### src/rtl/alu_seq_pkg.sv
// rtl/alu_seq_pkg.sv - shared encodings for the ALU sequencer (class codes, opcodes, field positions, FSM states)
package alu_seq_pkg;

    localparam int INSTR_W = 16;

    // Instruction field bit positions
    localparam int CLS_HI = 15;
    localparam int CLS_LO = 14;
    localparam int OP_HI  = 13;
    localparam int OP_LO  = 11;
    localparam int RD_HI  = 10;
    localparam int RD_LO  = 8;
    localparam int RA_HI  = 7;
    localparam int RA_LO  = 5;
    localparam int RB_HI  = 4;
    localparam int RB_LO  = 2;
    localparam int IMM_HI = 7;
    localparam int IMM_LO = 0;

    typedef enum logic [1:0] {
        CLS_ALU = 2'b00,
        CLS_LDI = 2'b01,
        CLS_NOP = 2'b10,
        CLS_ILL = 2'b11
    } cls_e;

    typedef enum logic [2:0] {
        OP_ADD = 3'd0,
        OP_SUB = 3'd1,
        OP_AND = 3'd2,
        OP_OR  = 3'd3,
        OP_XOR = 3'd4,
        OP_NOT = 3'd5,
        OP_SHL = 3'd6,
        OP_SHR = 3'd7
    } op_e;

    typedef enum logic [1:0] {
        ST_IDLE = 2'd0,
        ST_EXEC = 2'd1,
        ST_WB   = 2'd2
    } state_e;

    // Only add/sub produce a meaningful carry/borrow; all other ops keep flag_c.
    function automatic logic op_updates_carry(input logic [2:0] op);
        return (op == OP_ADD) || (op == OP_SUB);
    endfunction

endpackage

### src/rtl/alu_seq_regfile.sv
// rtl/alu_seq_regfile.sv - 8-entry register file, two read ports, debug read port, one write port
module alu_seq_regfile #(
    parameter int DATA_W = 8
) (
    input  logic              clk,
    input  logic              rst,
    input  logic [2:0]        raddr_a_i,
    input  logic [2:0]        raddr_b_i,
    input  logic [2:0]        raddr_dbg_i,
    output logic [DATA_W-1:0] rdata_a_o,
    output logic [DATA_W-1:0] rdata_b_o,
    output logic [DATA_W-1:0] rdata_dbg_o,
    input  logic              we_i,
    input  logic [2:0]        waddr_i,
    input  logic [DATA_W-1:0] wdata_i
);

    logic [DATA_W-1:0] mem_q [8];

    assign rdata_a_o   = mem_q[raddr_a_i];
    assign rdata_b_o   = mem_q[raddr_b_i];
    assign rdata_dbg_o = mem_q[raddr_dbg_i];

    // Clear all entries on reset; otherwise a single synchronous write per cycle.
    always_ff @(posedge clk) begin
        if (rst) begin
            for (int i = 0; i < 8; i++) begin
                mem_q[i] <= '0;
            end
        end else if (we_i) begin
            mem_q[waddr_i] <= wdata_i;
        end
    end

endmodule

### src/rtl/alu_sequencer.sv
// rtl/alu_sequencer.sv - instruction sequencer driving an external 8-bit ALU; optional retire counter via ALU_SEQ_RETIRE_CNT_EN
module alu_sequencer
    import alu_seq_pkg::*;
#(
    parameter int DATA_W = 8,
    parameter int CNT_W  = 16
) (
    input  logic              clk,
    input  logic              rst,
    input  logic              in_valid,
    output logic              in_ready,
    input  logic [15:0]       in_instr,
    output logic [DATA_W-1:0] alu_a,
    output logic [DATA_W-1:0] alu_b,
    output logic [2:0]        alu_op,
    input  logic [DATA_W-1:0] alu_out,
    input  logic              alu_zero,
    input  logic              alu_carry,
    output logic              done,
    output logic              illegal,
    output logic              flag_z,
    output logic              flag_c,
    input  logic [2:0]        dbg_sel,
    output logic [DATA_W-1:0] dbg_data,
    output logic [CNT_W-1:0]  retired_cnt
);

    state_e               state_q;
    logic [15:0]          instr_q;
    logic [DATA_W-1:0]    result_q;
    logic                 zero_q;
    logic                 carry_q;
    logic                 done_q;
    logic                 illegal_q;
    logic                 flag_z_q;
    logic                 flag_c_q;

    logic [1:0]           cls;
    logic [2:0]           op;
    logic [2:0]           rd;
    logic [2:0]           ra;
    logic [2:0]           rb;
    logic [DATA_W-1:0]    imm;
    logic [DATA_W-1:0]    rdata_a;
    logic [DATA_W-1:0]    rdata_b;
    logic                 wb_we;
    logic [DATA_W-1:0]    wb_data;
    logic                 unused_instr_bits;

    assign cls = instr_q[CLS_HI:CLS_LO];
    assign op  = instr_q[OP_HI:OP_LO];
    assign rd  = instr_q[RD_HI:RD_LO];
    assign ra  = instr_q[RA_HI:RA_LO];
    assign rb  = instr_q[RB_HI:RB_LO];
    assign imm = instr_q[IMM_HI:IMM_LO];
    assign unused_instr_bits = ^instr_q[1:0];

    // Register writes commit at the WB edge; reset inside the regfile wins over this.
    assign wb_we   = (state_q == ST_WB) && ((cls == CLS_ALU) || (cls == CLS_LDI));
    assign wb_data = (cls == CLS_LDI) ? imm : result_q;

    alu_seq_regfile #(
        .DATA_W (DATA_W)
    ) u_regfile (
        .clk         (clk),
        .rst         (rst),
        .raddr_a_i   (ra),
        .raddr_b_i   (rb),
        .raddr_dbg_i (dbg_sel),
        .rdata_a_o   (rdata_a),
        .rdata_b_o   (rdata_b),
        .rdata_dbg_o (dbg_data),
        .we_i        (wb_we),
        .waddr_i     (rd),
        .wdata_i     (wb_data)
    );

    // Operands are presented to the ALU only during EXEC of an ALU-class word.
    always_comb begin
        alu_a  = '0;
        alu_b  = '0;
        alu_op = 3'd0;
        if ((state_q == ST_EXEC) && (cls == CLS_ALU)) begin
            alu_a  = rdata_a;
            alu_b  = rdata_b;
            alu_op = op;
        end
    end

    // Sequencer FSM: accept, execute (capture ALU result), write back and retire.
    always_ff @(posedge clk) begin
        if (rst) begin
            state_q   <= ST_IDLE;
            instr_q   <= '0;
            result_q  <= '0;
            zero_q    <= 1'b0;
            carry_q   <= 1'b0;
            done_q    <= 1'b0;
            illegal_q <= 1'b0;
            flag_z_q  <= 1'b0;
            flag_c_q  <= 1'b0;
        end else begin
            done_q    <= 1'b0;
            illegal_q <= 1'b0;
            case (state_q)
                ST_IDLE: begin
                    if (in_valid) begin
                        instr_q <= in_instr;
                        state_q <= ST_EXEC;
                    end
                end
                ST_EXEC: begin
                    result_q <= alu_out;
                    zero_q   <= alu_zero;
                    carry_q  <= alu_carry;
                    state_q  <= ST_WB;
                end
                ST_WB: begin
                    done_q    <= 1'b1;
                    illegal_q <= (cls == CLS_ILL);
                    if (cls == CLS_ALU) begin
                        flag_z_q <= zero_q;
                        if (op_updates_carry(op)) begin
                            flag_c_q <= carry_q;
                        end
                    end
                    state_q <= ST_IDLE;
                end
                default: state_q <= ST_IDLE;
            endcase
        end
    end

    assign in_ready = (state_q == ST_IDLE);
    assign done     = done_q;
    assign illegal  = illegal_q;
    assign flag_z   = flag_z_q;
    assign flag_c   = flag_c_q;

`ifdef ALU_SEQ_RETIRE_CNT_EN
    logic [CNT_W-1:0] cnt_q;

    // Count legal retirements at the commit edge, saturating at all-ones.
    always_ff @(posedge clk) begin
        if (rst) begin
            cnt_q <= '0;
        end else if ((state_q == ST_WB) && (cls != CLS_ILL) && (cnt_q != {CNT_W{1'b1}})) begin
            cnt_q <= cnt_q + 1'b1;
        end
    end

    assign retired_cnt = cnt_q;
`else
    assign retired_cnt = '0;
`endif

endmodule

### config.mk
export PLATFORM = sky130hd
export DESIGN_NAME = alu_sequencer
export DESIGN_NICKNAME = d
export VERILOG_FILES = /design/src/rtl/alu_seq_pkg.sv /design/src/rtl/alu_seq_regfile.sv /design/src/rtl/alu_sequencer.sv
export SDC_FILE = /design/constraint.sdc
export NUM_CORES = 1
export LEC_CHECK = 0
export CORE_UTILIZATION = 55
export DETAILED_ROUTE_END_ITERATION = 8
export PLACE_DENSITY = 0.81
export SETUP_SLACK_MARGIN = 0.05
export SLEW_MARGIN = 5
export SYNTH_ARGS = -nofsm -noshare
export SYNTH_HDL_FRONTEND = slang
export SYNTH_SLANG_ARGS = --single-unit
### constraint.sdc
create_clock -name clk -period 1.9 [get_ports clk]
set_input_delay 0.38 -clock clk [delete_from_list [all_inputs] [get_ports clk]]
set_output_delay 0.38 -clock clk [all_outputs]
set_load 0.01 [all_outputs]
**Word level (Yosys, flattened, before mapping)**

Memories as Yosys holds them, arrays and structs flattened. A register that Yosys moved wholly into a read port is not among the register bits.
Cells that the tools add are included.

- Bitwise operators: 1
- Muxes and demuxes: 19
- Equal/unequal tests: 6
- Reduce and logical (&&, ||, !) cells: 12

Operators by type and width:

| operator | count |
|---|---|
| $mux 8 | 4 |
| $mux 3 | 6 |
| $reduce_or 8->1 | 1 |
| $mux 1 | 7 |
| $eq 2x1->1 const B | 2 |
| $eq 2x2->1 const B | 2 |
| $logic_not 2->1 | 2 |
| $pmux 2 s2 | 1 |
| $reduce_and 2->1 | 2 |
| $eq 3x1->1 const B | 1 |
| $logic_not 3->1 | 1 |
| $reduce_and 3->1 | 1 |
| $logic_and 1x1->1 | 2 |
| $logic_or 1x1->1 | 2 |
| $mux 2 | 1 |
| $ne 2x2->1 const B | 1 |
| $reduce_or 2->1 | 1 |
| $not 1->1 | 1 |

- Logic and storage cells: 48
- Bits in writable memories: 64
- Register bits: 32
- Output and inout bits: 48
- Memories: 1

Memories:

| name | depth | bits a word | read ports | clocked after memory_dff | wr ports | line | text |
|---|---|---|---|---|---|---|---|
| u_regfile.mem_q | 8 | 8 | 3 | 2 | 8 | alu_seq_regfile.sv:18 | `logic [DATA_W-1:0] mem_q [8];` |

**Logic depth before layout (Yosys ltp)**

Gate-level depths: netlist of run 1.

- Word-level depth: 8
- Mapped depth: 5

**Cells and area by module**

A second synthesis of run 1 with hierarchy kept.

- Cells, all modules: 418
- Area total of the unflattened synthesis: 5580.4 µm²

Modules (own cells, without submodules):

| module | cells an instance | seq. area each (µm²) | area an instance (µm²) | times used |
|---|---|---|---|---|
| alu_seq_regfile | 251 | 1921.8 | 4065.1 | 1 |
| alu_sequencer | 167 | 640.6 | 1515.2 | 1 |

**Worst setup path after synthesis of run 1**

Ideal clock, no wire load.

- Path kind: in2out
- Start point: in dbg_sel[0]
- End point: out dbg_data[1]
- Buffers on the path: 2
- Required time: 1.520 ns
- Data arrival time: 1.443 ns
- Slack: 0.077 ns
- Cell stages on the path: 4
- Cells stage by stage: buf_6 -> buf_12 -> mux4_1 -> mux2_2

- Word-level cells in the longest chain between the ends: 1

RTL lines:

| what | line | text |
|---|---|---|
| from (decl) | alu_sequencer.sv:23 | `input logic [2:0] dbg_sel,` |
| $mem_v2 8x8 | -- |  |
| to (decl) | alu_sequencer.sv:24 | `output logic [DATA_W-1:0] dbg_data,` |

No other way between the ends.

==> run metrics, run 1 <==
status finished with violations; failing checks negative setup slack; dpl hpwl 10820 µm; cell area after synthesis 5433 µm²; crit path DAT 1.82 ns; share of layout cells above drive strength 1 37.39%; vias in the first global route 4858; final setup TNS -4.991 ns; Worst-Margin Slew 0.5648 ns; DP Area 6808 µm²; final total power 0.005006 W; R2R setup slack 0.16 ns; most frequent cells in the layout buf_4 (105), nor2_1 (85), mux2i_1 (82); final instance area 7805 µm²; M3 GR Usage 10.42%; via/cell ratio 6.293; Final Max Tran Viols 0; Hold Crit Depth 2; Worst Hold Class flip-flop to flip-flop; fmax 0.4547 GHz; Rel. slew slack 61.81%; CTS tree yes; first-pass GRT wire length 27090 µm; period utilization 115.7%; Synth Register Bits 102; startpoint types flip-flop; clock sink count 102; Root Buffer clkbuf_8; GR Util met2 61.12%; post-synthesis cell count 468; CTS buffer count 9; Worst Skew 0.01179 ns; hold_ws 0.4655 ns; Ports 80; Synth warnings 0; Crit Reg-Reg Endpoint u_regfile.mem_q[3][2]; Hold Path End result_q[3]; drt initial violations 584; number of hold violations in the final report 0; routed wire length per instance 24.35 µm; Final min period 2.199 ns; kind of critical path flip-flop to output pin; Die W 101.4 µm; Rows 35; PwrDens 641.3 nW/µm²; largest net degree at the start of global routing 26; Die Span Y 101.4 µm; RSZ-0062 raised after global routing true; Final WS setup -0.2990 ns; Total GRT Usage 36.86%; CP max FO 3; final setup fails 24; # nets final 685; DRC 0; Starting Density 57.70%; Placer Congestion 0.9733; ANT nets after route 0; clock slew at reported path FFs 0.10 ns; Pleak 3.088 nW; Pre-Repair DR Iteration Count 8; H-tree Lvls 3; crit end category output pin; final core utilization 82.90%; r2r worst-path depth 6; port bufs 63; maximum vdd drop 542.8 µV; Layout area overhead 43.67%; vias after detailed routing 4959; busiest grt layer met2; Synth Area per Inst 11.61 µm²; DRT Wirelength 19180 µm; initial antenna violation count 0; Longest Clk Path Bufs 2; Worst Setup SP u_regfile.mem_q[3][4]; grt total ovfl 0; Synth cell types 29; hold_buf cts 0; hold wc startpoint result_q[3]; register area share after synthesis 49.38%; Max-Cap Viols 0; reg2reg start instr_q[15]; Clock Latency Late Sink 0.37 ns; die area 10280 µm²; core area 9415 µm²; commonest non-fill, non-tap cell in the layout buf_4; grt met1 use 42.82%; WP data required 1.52 ns
[layout make-up]
class                           instances  area [µm²]
Fill cell                             487        1610
Clock buffer                           11       153.9
Tap cell                              129       161.4
Sequential cell                       102        2696
Clock inverter                          5       31.28
Timing Repair Buffer                  206        2103
Antenna cell                            1       2.502
Multi-Input combinational cell        334        2656
[critical path, cell delays in order (launching register included)]
cell      delay [ns]
edfxtp_1        0.46
mux4_2          0.54
mux2_4          0.32
buf_6           0.13
[flip-flops by register name, summed over array words and instances (netlist names), named ones only]
register / flops
instr_q: 16
done: 1
u_regfile.mem_q: 64
state_q: 2
zero_q: 1
result_q: 8
flag_z: 1
illegal: 1
flag_c: 1
carry_q: 1
[per-layer routing]
| layer | up-vias | routed length, µm |
|---|---|---|
| met1 | 2311 | 6356 |
| met3 | 136 | 2461 |
| li1 | 2070 | - |
| met2 | 442 | 9004 |
| met5 | - | 0 |
| met4 | 0 | 1361 |
[power by group]
part,internal [W],total (W),switching [W]
registers,0.00244,0.00253,0.0000943
logic,0.000642,0.00117,0.000530
clock network,0.000561,0.00130,0.000740
total,0.00364,0.00501,0.00136
[per-stage QoR]
stage          setup slack [ns]  std cells
2_1_floorplan           0.07716        483
3_3_place_gp            -0.8675        716
3_5_place_dp            -0.8983        716
4_1_cts                 -0.2147        771
5_1_grt                 -0.3150        787
6_report                -0.2990        788
[how the worst max path moves through the flow]
stage                             end  slack [ns]  depth (start not counted)
after global routing         alu_b[7]       -0.31                          6
after CTS                 dbg_data[3]       -0.21                          3
after global placement    dbg_data[4]       -0.87                          5
after floorplan           dbg_data[1]        0.08                          4
after detailed placement  dbg_data[3]       -0.90                          5
final                     dbg_data[4]       -0.30                          3
[synth_stat cells]
| cell type | number | area (µm²) |
|---|---|---|
| nor3b_1 | 2 | 15.01 |
| a21oi_1 | 11 | 55.05 |
| nand3b_1 | 3 | 22.52 |
| and2_1 | 5 | 31.28 |
| a22oi_1 | 32 | 240.2 |
| nor3_2 | 1 | 10.01 |
| a21bo_2 | 1 | 10.01 |
| nor2_1 | 87 | 326.6 |
| dfxtp_1 | 38 | 760.7 |
| clkbuf_1 | 9 | 33.78 |
| nor2b_1 | 9 | 56.30 |
| nand4b_2 | 1 | 15.01 |
| buf_6 | 1 | 11.26 |
| and3_1 | 17 | 106.4 |
| buf_12 | 1 | 20.02 |
| buf_2 | 12 | 60.06 |
| edfxtp_1 | 64 | 1922 |
| mux2_2 | 8 | 90.09 |
| mux4_2 | 1 | 22.52 |
| nand4_2 | 1 | 12.51 |
| mux4_1 | 15 | 394.1 |
| buf_4 | 17 | 127.6 |
| nand3_1 | 4 | 20.02 |
| nand2b_1 | 9 | 56.30 |
| nand2_1 | 20 | 75.07 |
| nor4b_1 | 2 | 17.52 |
| conb_1 | 1 | 3.750 |
| buf_1 | 7 | 26.28 |
| mux2i_1 | 89 | 890.9 |
[timing repair]
item,in CTS,in global routing
gates resized for setup,194,21
gates cloned,6,2
setup buffers,34,15
pin swaps,30,21
endpoints found under the setup margin,28,60
[cell families (layout without fill, tap and decap cells)]
family | after synthesis | count (layout) | synth area share [%]
and+or+nand+nor | 161 | 161 | 14.07
muxes | 113 | 113 | 25.73
DFF | 102 | 102 | 49.38
buffers and inverters | 47 | 222 | 5.136
AOI/OAI and AO/OA | 44 | 44 | 5.619
other | 1 | 17 | 0.06903
No activity file was read; power rests on OpenSTA's default activity.
==> inputs of run 2 (changes only) <==
--- a/config.mk
+++ b/config.mk
@@ -5,7 +5,8 @@
 export SDC_FILE = /design/constraint.sdc
 export NUM_CORES = 1
 export LEC_CHECK = 0
-export CORE_UTILIZATION = 55
+export ABC_AREA = 1
+export CORE_UTILIZATION = 56
 export DETAILED_ROUTE_END_ITERATION = 8
 export PLACE_DENSITY = 0.81
 export SETUP_SLACK_MARGIN = 0.05
==> run 2 against run 1 <==
The flow still finishes with violations (negative setup slack). Cell count up 39%. Sequential power about the same. Clock power about the same. First-iteration DRC count down 13%. Core utilization down 0.66 points. Total power up 9.6%. Sequential share of layout area down 2.7 points. Die area up 6.5%. Clock skew up 0.0017 ns. Largest power group unchanged.
==> run metrics, run 2 <==
number of hold violations in the final report 0; R2R setup slack 0.11 ns; Pre-Repair DR Iteration Count 7; Synth Area per Inst 7.187 µm²; reg2reg start instr_q[15]; maximum vdd drop 658.6 µV; register area share after synthesis 45.46%; Worst Skew 0.01346 ns; Layout area overhead 43.24%; Synth Register Bits 102; Die Span Y 104.7 µm; sw frac 31.73%; initial antenna violation count 0; status finished with violations; port bufs 63; grt total ovfl 0; Final min period 2.137 ns; Cells after DPL 1043; Die W 104.7 µm; top flop regs u_regfile.mem_q x64, instr_q x16, result_q x8; vias after detailed routing 6305; commonest non-fill, non-tap cell in the layout nand2_1; largest net degree at the start of global routing 44; routed wire length per instance 19.22 µm; register area 2694 µm²; Synth cell types 21; Ports 80; Rel. slew slack 64.72%; commonest cells in the netlist nand2_1 (249), nor2_1 (130), inv_1 (91); Reg power frac 46.4%; Synth Flop Type edfxtp_1; cell internal pwr 0.003746 W; crit path DAT 1.76 ns; ANT nets after route 0; DRC 0; max reg flops 64; dpl hpwl 13250 µm; Worst-Margin Slew 0.5291 ns; Placer Congestion 0.9630; CTS tree yes; DRT Wirelength 21010 µm; power share of the clock group 23.6%; Async S/R FF share, synth 0%; # nets final 984; failing checks negative setup slack; Fill cells 631; Pleak 3.892 nW; Total GRT Usage 36.39%; first-pass GRT wire length 30500 µm; kind of critical path flip-flop to output pin; PwrDens 649.2 nW/µm²; RSZ-0062 raised after global routing true; area of the multi-input gates 3202 µm²; Setup crit end alu_a[4]; core area 10280 µm²; H-tree Lvls 3; Max-Cap Viols 0; # diodes 0; clock slew at reported path FFs 0.09 ns; period utilization 112.5%; Final WS setup -0.2374 ns; Longest Clk Path Bufs 2; switching pwr 0.001741 W; Rows 37; Worst Hold Class flip-flop to flip-flop; Starting Density 57.41%; hold_ws 0.4650 ns; crit end category output pin; Clock Latency Late Sink 0.36 ns; share of layout cells above drive strength 1 35.11%; Crit Reg-Reg Endpoint u_regfile.mem_q[6][3]; count of flip-flops with a built-in enable after synthesis 64; via/cell ratio 5.769; Yosys top cell area share 32.57%; count leader, synth nand2_1; Final Max Tran Viols 0; drt initial violations 507; final setup fails 16; Root Buffer clkbuf_8; die area 10950 µm²; CP max FO 8; vias in the first global route 6057; hold_buf cts 0; post-synthesis cell count 821; non-filler instance count after layout 1093; cell area after synthesis 5901 µm²; fmax 0.4679 GHz; largest register by flop count u_regfile.mem_q; CTS buffer count 9; final core utilization 82.24%; WP data required 1.52 ns; Synth warnings 0; clock sink count 102; startpoint types flip-flop; most frequent cells in the layout nand2_1 (185), nor2_1 (106), inv_1 (65); Synth area leader edfxtp_1; Setup WS pre-CTS -0.5702 ns; Comb power frac 30.0%; r2r worst-path depth 5; Area contributors post-synth edfxtp_1 (33%), nand2_1 (16%), dfxtp_1 (13%), nor2_1 (8.3%), nand3_1 (6.9%)
## run 2: timing repair
action | CTS | global route
setup buffers | 23 | 4
pin swaps | 48 | 70
hold endpoints to repair | 0 | 0
resized for setup | 215 | 138
cloned | 6 | 2
setup endpoints to repair | 28 | 27
## run 2: area by class of cell
cell class | instances | share of cell area [%]
Timing Repair Buffer | 164 | 21.54
Multi-Input combinational cell | 581 | 37.88
Clock buffer | 14 | 2.073
Sequential cell | 102 | 31.87
Timing Repair inverter | 1 | 0.08882
Inverter | 93 | 4.367
Clock inverter | 2 | 0.1628
Tap cell | 136 | 2.013
## run 2: worst min path at each step
stage	start	slack, ns	end	cells after the start
finish	result_q[5]	0.47	result_q[5]	2
global route	result_q[6]	0.49	result_q[6]	2
CTS	result_q[2]	0.46	result_q[2]	2
detailed placement	result_q[2]	0.45	result_q[2]	2
global placement	result_q[7]	0.44	result_q[7]	2
floorplan	result_q[7]	0.43	result_q[7]	2
## run 2: power groups by stage
stage / clock network (W) / registers (W) / logic [W]
3_3_place_gp: 0 / 0.00257 / 0.00119
5_1_grt: 0.00136 / 0.00255 / 0.00174
2_1_floorplan: 0 / 0.00254 / 0.000706
6_report: 0.00129 / 0.00255 / 0.00165
3_5_place_dp: 0 / 0.00257 / 0.00122
4_1_cts: 0.00128 / 0.00253 / 0.00141
## run 2: cell families after synthesis
| logic type | after synthesis | share of synthesized area [%] |
|---|---|---|
| simple gates | 474 | 33.86 |
| compound gates | 91 | 9.245 |
| buf+inv | 153 | 11.37 |
| other cells | 1 | 0.06355 |
| flops | 102 | 45.46 |
## run 2: worst max-delay path: stages, from the launching register on
cell and delay (ns):
dfxtp_4 0.40, clkinvlp_4 0.10, buf_6 0.15, buf_16 0.15, nand2_2 0.08, nand3_1 0.13, nand3_2 0.10, nand2_2 0.06
nor2_4 0.11, buf_6 0.11
## run 2: routing by layer
| metal | wire length [µm] | up-vias | share of wire, % | GRT usage [%] |
|---|---|---|---|---|
| li1 | - | 2839 | - | - |
| met1 | 7736 | 2964 | 37 | 43.41 |
| met2 | 10230 | 396 | 49 | 63.67 |
| met3 | 1811 | 106 | 8.6 | 5.053 |
| met4 | 1225 | 0 | 5.8 | 19.22 |
| met5 | 0 | - | 0 | 0 |
## run 2: per-stage QoR
stage / area (µm²) / setup TNS, ns / power, W
after floorplan: 5957 / 0 / 0.003247
after global placement: 7217 / -11.75 / 0.003758
after detailed placement: 7217 / -14.14 / 0.003792
after CTS: 7920 / -1.548 / 0.005222
after global routing: 8452 / -2.736 / 0.005655
final: 8452 / -1.878 / 0.005487
